[src/rtl/radix9_serial_subtractor.sv]
// Digit-serial radix-9 subtractor: one digit per clock, LSD first, with a
// single-cycle done pulse. Operands are packed 4-bit digits that must lie in 0..8.
module radix9_serial_subtractor #(
    parameter int NDIG = 4
) (
    input  logic              clk,
    input  logic              rst_n,
    input  logic              start,
    input  logic              bin,
    input  logic [4*NDIG-1:0] a,
    input  logic [4*NDIG-1:0] b,
    output logic              busy,
    output logic              done,
    output logic [4*NDIG-1:0] diff,
    output logic              bout,
    output logic              err
);

    localparam int W  = 4 * NDIG;
    localparam int IW = (NDIG > 1) ? $clog2(NDIG) : 1;

    typedef enum logic [1:0] {
        IDLE = 2'd0,
        RUN  = 2'd1,
        DONE = 2'd2
    } state_t;

    // Handshake: start is sampled only in IDLE; done pulses for exactly one
    // cycle when diff/bout/err become valid, and those hold until the next start.
    state_t          state;
    logic [W-1:0]    a_q;
    logic [W-1:0]    b_q;
    logic [W-1:0]    shadow;
    logic [IW-1:0]   idx;
    logic            borrow;

    logic            in_bad;
    logic [3:0]      a_dig;
    logic [3:0]      b_dig;
    logic [5:0]      t;
    logic            t_neg;
    logic [3:0]      res_dig;
    logic [W-1:0]    shadow_nx;
    logic            last_dig;

    function automatic logic has_bad_digit(input logic [W-1:0] v);
        logic bad;
        bad = 1'b0;
        for (int i = 0; i < NDIG; i++) begin
            if (v[4*i +: 4] > 4'd8) bad = 1'b1;
        end
        return bad;
    endfunction

    // t ranges over -9..8; bit 5 is the sign, and adding 9 to the low nibble
    // of a negative t yields the correct 0..8 digit modulo 16.
    always_comb begin
        in_bad    = has_bad_digit(a) || has_bad_digit(b);
        a_dig     = a_q[4*idx +: 4];
        b_dig     = b_q[4*idx +: 4];
        t         = {2'b00, a_dig} - {2'b00, b_dig} - {5'd0, borrow};
        t_neg     = t[5];
        res_dig   = t_neg ? (t[3:0] + 4'd9) : t[3:0];
        shadow_nx = shadow;
        shadow_nx[4*idx +: 4] = res_dig;
        last_dig  = (idx == IW'(NDIG - 1));
    end

    always_ff @(posedge clk or negedge rst_n) begin
        if (!rst_n) begin
            state  <= IDLE;
            busy   <= 1'b0;
            done   <= 1'b0;
            diff   <= '0;
            bout   <= 1'b0;
            err    <= 1'b0;
            a_q    <= '0;
            b_q    <= '0;
            shadow <= '0;
            idx    <= '0;
            borrow <= 1'b0;
        end else begin
            case (state)
                IDLE: begin
                    if (start) begin
                        a_q    <= a;
                        b_q    <= b;
                        borrow <= bin;
                        idx    <= '0;
                        shadow <= '0;
                        busy   <= 1'b1;
                        if (in_bad) begin
                            diff  <= '0;
                            bout  <= 1'b0;
                            err   <= 1'b1;
                            done  <= 1'b1;
                            state <= DONE;
                        end else begin
                            err   <= 1'b0;
                            state <= RUN;
                        end
                    end
                end
                RUN: begin
                    shadow <= shadow_nx;
                    borrow <= t_neg;
                    if (last_dig) begin
                        diff  <= shadow_nx;
                        bout  <= t_neg;
                        done  <= 1'b1;
                        state <= DONE;
                    end else begin
                        idx <= idx + IW'(1);
                    end
                end
                DONE: begin
                    done  <= 1'b0;
                    busy  <= 1'b0;
                    state <= IDLE;
                end
                default: begin
                    done  <= 1'b0;
                    busy  <= 1'b0;
                    state <= IDLE;
                end
            endcase
        end
    end

endmodule

[config.mk]
export PLATFORM = sky130hd
export DESIGN_NAME = radix9_serial_subtractor
export DESIGN_NICKNAME = d
export VERILOG_FILES = /design/src/rtl/radix9_serial_subtractor.sv
export SDC_FILE = /design/constraint.sdc
export NUM_CORES = 1
export LEC_CHECK = 0
export BUFFER_PORTS_ARGS = -buffer_cell sky130_fd_sc_hd__buf_2
export CORE_MARGIN = 4
export CORE_UTILIZATION = 39
export DETAILED_ROUTE_END_ITERATION = 16
export MAX_ROUTING_LAYER = met4
export PLACE_DENSITY = 0.63
export SYNTH_ARGS = -nofsm -noshare
export SYNTH_HDL_FRONTEND = slang
export SYNTH_SLANG_ARGS = --single-unit
[constraint.sdc]
create_clock -name clk -period 10.6 [get_ports clk]
set_input_delay 0.53 -clock clk [delete_from_list [all_inputs] [get_ports clk]]
set_output_delay 0.53 -clock clk [all_outputs]
set_load 0.02 [all_outputs]
# [Word-level counts from Yosys, hierarchy flattened]
# Cells that the tools add are included.
[classes] n_addsub=5 mul=0 div=0 magnitude_cmp=8 n_eq_ne=6 shifts=4 n_mux=36 bitwise_logic=1 reduce_logical=10
[ops] op="$mux 16" n=4
[ops] op="$pmux 16 s2" n=2
[ops] op="$neg 4->34" n=1
[ops] op="$shift 4x34->16 const A" n=1
[ops] op="$shiftx 4x34->16" n=1
[ops] op="$gt 4x4->1 const B" n=8
[ops] op="$shiftx 16x5->4" n=2
[ops] op="$mux 1" n=17
[ops] op="$bwmux 16" n=1
[ops] op="$mux 2" n=5
[ops] op="$ne 2x2->1 const B" n=4
[ops] op="$pmux 1 s2" n=4
[ops] op="$pmux 2 s2" n=2
[ops] op="$reduce_and 2->1" n=4
[ops] op="$reduce_and 3->1" n=2
[ops] op="$sub 5x2->6" n=1
[ops] op="$sub 4x4->5" n=1
[ops] op="$add 4x4->4 const B" n=1
[ops] op="$mux 4" n=1
[ops] op="$reduce_and 4->1" n=1
[ops] op="$add 2x1->2 const B" n=1
[ops] op="$eq 2x1->1 const B" n=1
[ops] op="$eq 2x2->1 const B" n=1
[ops] op="$logic_not 2->1" n=1
[ops] op="other kinds (3)" n=3
[totals] reg_bits=73 latchBits=0 ram_bits=0 mem_bits_ro=0 inputBits=36 output_inout_bits=20 word_cells=81 n_memories=0

# [Logic depth before layout (Yosys ltp)]
[depth] ltp_word=9 mapped_depth=14 depth_no_buf=13

# [Least setup slack after synthesis]
# Ideal clock, no wire load.
[synth_timing] kind="reg-to-reg" startpoint="register idx[0]" endpoint="register diff[3]" setup_time_ns=0.136 t_arrival_ns=3.500 required_time_ns=10.464 setup_slack_ns=6.964 path_stages_with_launch=15 path_buffers=1 synth_period_minus_slack_ns=3.636 cell_sequence="dfrtp_1 -> buf_1 -> mux4_2 -> inv_1 -> ha_1 -> inv_1 -> fa_1 -> inv_1 -> ha_1 -> xnor3_1 -> or3_1 -> nand2_1 -> mux2i_1 -> mux2i_2 -> o21ai_0"
[synth_via] elab_chain_len=9 elab_cells_between_ends=15 classes_between="add/sub: 4; eq/ne: 2; shift: 4; mux: 4; reduce/logical: 1"
[synth_rtl] element="start, declared" line_no="34" source="logic [IW-1:0] idx;"
[synth_rtl] element="start signal, assigned" line_no="113" source="idx <= idx + IW'(1);"
[synth_rtl] element="$shiftx 16x5->4 (on tied branches)" line_no="59, 60"
[synth_rtl] element="$sub 4x4->5" line_no="61" source="t = {2'b00, a_dig} - {2'b00, b_dig} - {5'd0, borrow};"
[synth_rtl] element="$sub 5x2->6" line_no="61"
[synth_rtl] element="$add 4x4->4" line_no="63" source="res_dig = t_neg ? (t[3:0] + 4'd9) : t[3:0];"
[synth_rtl] element="$mux 4" line_no="63"
[synth_rtl] element="$shiftx 4x34->16" line_no="65" source="shadow_nx[4*idx +: 4] = res_dig;"
[synth_rtl] element="$bwmux 16" line_no="65"
[synth_rtl] element="$mux 16" line_no="107" source="if (last_dig) begin"
[synth_rtl] element="$pmux 16 s2" line_no="83" source="case (state)"
[synth_rtl] element="end signal, assigned" line_no="108" source="diff <= shadow_nx;"
[synth_rtl] element="end, declared" line_no="14" source="output logic [4*NDIG-1:0] diff,"
# Parallel ways exist; a longest one is shown, timed or not. The select of a mux whose other input is x is not followed.
# A chain may end at the register's enable or synchronous reset.

# [Final worst setup path]
[layout_timing] startpoint="register idx[0]" endpoint="register shadow[1]"
[layout_via] elab_chain_len=8 elab_cells_between_ends=11 classes_between="add/sub: 4; shift: 4; mux: 3"
[layout_rtl] element="$shiftx 16x5->4 (on tied branches)" line_no="59, 60"
[layout_rtl] element="$sub 4x4->5" line_no="61"
[layout_rtl] element="$sub 5x2->6" line_no="61"
[layout_rtl] element="$add 4x4->4" line_no="63"
[layout_rtl] element="$mux 4" line_no="63"
[layout_rtl] element="$shiftx 4x34->16" line_no="65"
[layout_rtl] element="$bwmux 16 (*)" line_no="65"
[layout_rtl] element="$pmux 16 s2 (*)" line_no="83"
[layout_rtl] element="end signal, assigned" line_no="105" source="shadow <= shadow_nx;"
[layout_rtl] element="end, declared" line_no="33" source="logic [W-1:0] shadow;"
# Every way passes the cells marked *; elsewhere a longest branch is shown, timed or not.

==> flow_summary.json <==
{
  "status": "finished clean",
  "grt_pass1_vias": 3133,
  "ys_types": 43,
  "clockBufferDepth": 2,
  "area_delta_synth_final_pct": 16.64,
  "end_kind": "flop",
  "powerDensity_nw_per_um2": 176.6,
  "fmax_ghz": 0.2477,
  "hold_class": "in2reg",
  "pwr-share-clk_pct": 32.8,
  "relSlewSlack_pct": 37.89,
  "netlist_area_um2": 3646,
  "gr-total-overflow": 0,
  "wl_um": 8825,
  "worst_pin_slew_ns": 0.9316,
  "postCtsSetupBuffers": 0,
  "grt.total_usage_pct": 17.86,
  "cts.repair.resized": 0,
  "clkTransAtPathRegs_ns": 0.07,
  "io_buffers": 55,
  "grt_max_degree": 74,
  "numCtsBuffers": 9,
  "swShare_pct": 32.37,
  "wl_per_cell_um": 15.84,
  "antenna_cells": 0,
  "final_common_cell": "nand2_1",
  "stdcell_count": 557,
  "seq_area_frac_synth_pct": 50.10,
  "dr.pass1.iters": 4,
  "routed_via_density": 5.357,
  "synth-edff-count": 0,
  "core_area_um2": 9153,
  "crit_path_max_fanout": 16,
  "post-place-cells": 541,
  "netlist_instances": 388,
  "fin_crit_ns": 4.037,
  "fin_nets": 491,
  "finalHoldViolations": 0,
  "fin_setup_tns_ns": 0,
  "drt_iter0_drc": 104,
  "ys_seq_elements": 73,
  "cp-start-kind": "flop",
  "grt_first_pass_wirelength_um": 15350,
  "p_leak_nw": 2.097,
  "p_seq_share_pct": 41.5,
  "initial_utilization_pct": 39.84,
  "drv_cap": 0,
  "cts_tree": "done",
  "setup_viol": 0,
  "pwr-share-comb_pct": 25.7,
  "clk_latency_ns": 0.36,
  "rows": 35,
  "fin_crit_sh_pct": 38.09,
  "cts_root_buf": "clkbuf_8",
  "arrival_ns": 4.24,
  "routabilityCongestion": 0.8223,
  "drc": 0,
  "htreeDepth": 3,
  "antenna_found_initial": 0,
  "postCtsHoldBufs": 0,
  "critPathKind": "reg2reg",
  "dp_hpwl_um": 6463,
  "ys_warn_count": 0,
  "synth_flop_cell": "dfrtp_1",
  "grt_setup_unrepaired": "no",
  "ir_drop_mv": 0.09120,
  "vias": 2984,
  "r2r_slack_ns": 6.56,
  "layout_common_cells": "nand2_1, dfrtp_1, buf_2, o21ai_0, inv_1",
  "final_max_slew_viol_count": 0,
  "io_pins": 56,
  "syn_nets": 438,
  "internal_power_mw": 0.5079,
  "ant_nets": 0,
  "die_h_um": 104.7,
  "async_flop_share_pct": 100.0,
  "drive_gt1_share_pct": 20.18,
  "critPathRequiredTime_ns": 10.80,
  "skew_ns": 0.01138,
  "die_x_um": 104.7,
  "syn_avg_cell_area_um2": 9.397,
  "clkSinkCount": 73,
  "p_switching_mw": 0.2432,
  "dieArea_um2": 10960
}
registers in the layout, summed over array words and instances (netlist names):
register,count
borrow,1
state,2
shadow,16
err,1
diff,16
b_q,16
a_q,16
busy,1
bout,1
done,1
idx,2
cell type report:
cell class | instances | area [um2]
Clock inverter | 6 | 91.34
Clock buffer | 10 | 137.6
Tap cell | 111 | 138.9
Multi-Input combinational cell | 284 | 1704
Timing Repair Buffer | 58 | 297.8
Sequential cell | 73 | 1827
Inverter | 15 | 56.30
Fill cell | 869 | 4900
cells by family (layout without fill, tap and decap cells):
group | Yosys count | in the layout | synth area share [%]
flops | 73 | 73 | 50.10
simple gates | 175 | 175 | 19.97
compound gates | 76 | 76 | 13.25
fa+ha+maj | 14 | 14 | 5.010
xor+xnor | 5 | 5 | 1.579
mux | 14 | 14 | 6.863
buf+inv | 31 | 89 | 3.226
synth_stat cells, drive strengths merged, types with 3 or more instances:
master  number  share of area, %
a21oi       12               1.6
a22oi       10               2.1
a31oi        3              0.51
a32oi        3              0.72
buf          3              0.34
clkbuf      13               1.3
dfrtp       73                50
ha          13               4.5
inv         15               1.5
mux2i        4               1.2
mux4         8               4.9
nand2      134                14
nand2b       8               1.4
nand3        3              0.41
nor2        12               1.2
nor3         4              0.55
nor4         3              0.51
o211ai       4              0.82
o21ai       28               3.8
o31ai       10               2.1
xnor2        3              0.72
worst max-delay path: stages, from the launching register on:
cell and delay (ns):
dfrtp_1 0.85, mux4_2 0.59, inv_1 0.07, ha_1 0.15, inv_1 0.05, fa_1 0.42, xor2_1 0.36, nor3_1 0.10
mux2_4 0.31, nor2_1 0.23, mux2i_1 0.56, o21ai_0 0.20
per-layer routing:
metal | vias up | part of all wire [%] | global-route usage, %
li1 | 1435 | - | -
met3 | 15 | 5.2 | 3.644
met5 | - | 0 | -
met1 | 1455 | 45 | 22.93
met2 | 79 | 48 | 28.41
met4 | 0 | 1.5 | 6.092
power by group through the flow:
stage          clock, mW  sequential (mW)  combinational [mW]
2_1_floorplan          0            0.314               0.132
3_3_place_gp           0            0.317               0.184
3_5_place_dp           0            0.317               0.192
4_1_cts            0.252            0.312               0.194
5_1_grt            0.266            0.315               0.219
6_report           0.247            0.312               0.193
through the flow:
stage               setup WS, ns  utilization (%)  instance area [um2]  power (mW)  hold slack [ns]
floorplan                  6.964                -                 3646      0.4467           0.2344
global placement           6.773            43.96                 4024      0.5018           0.4536
detailed placement         6.599            43.96                 4024      0.5096           0.4572
CTS                        6.573            46.47                 4253      0.7577           0.3695
global route               6.270            46.47                 4253      0.7999           0.3821
finish                     6.563            46.47                 4253      0.7511           0.3843
path summary, 6_finish.rpt:
check | startpoint | end | depth (start not counted)
worst max-delay path | idx[0] | shadow[1] | 11
worst min-delay path | b[8] | b_q[8] | 3
worst max register to register | idx[0] | shadow[1] | 11
worst min register to register | a_q[15] | a_q[15] | 2
max in group asynchronous | rst_n | b_q[15] | 2
min in group asynchronous | rst_n | diff[7] | 2
No activity file was read; power rests on OpenSTA's default activity.
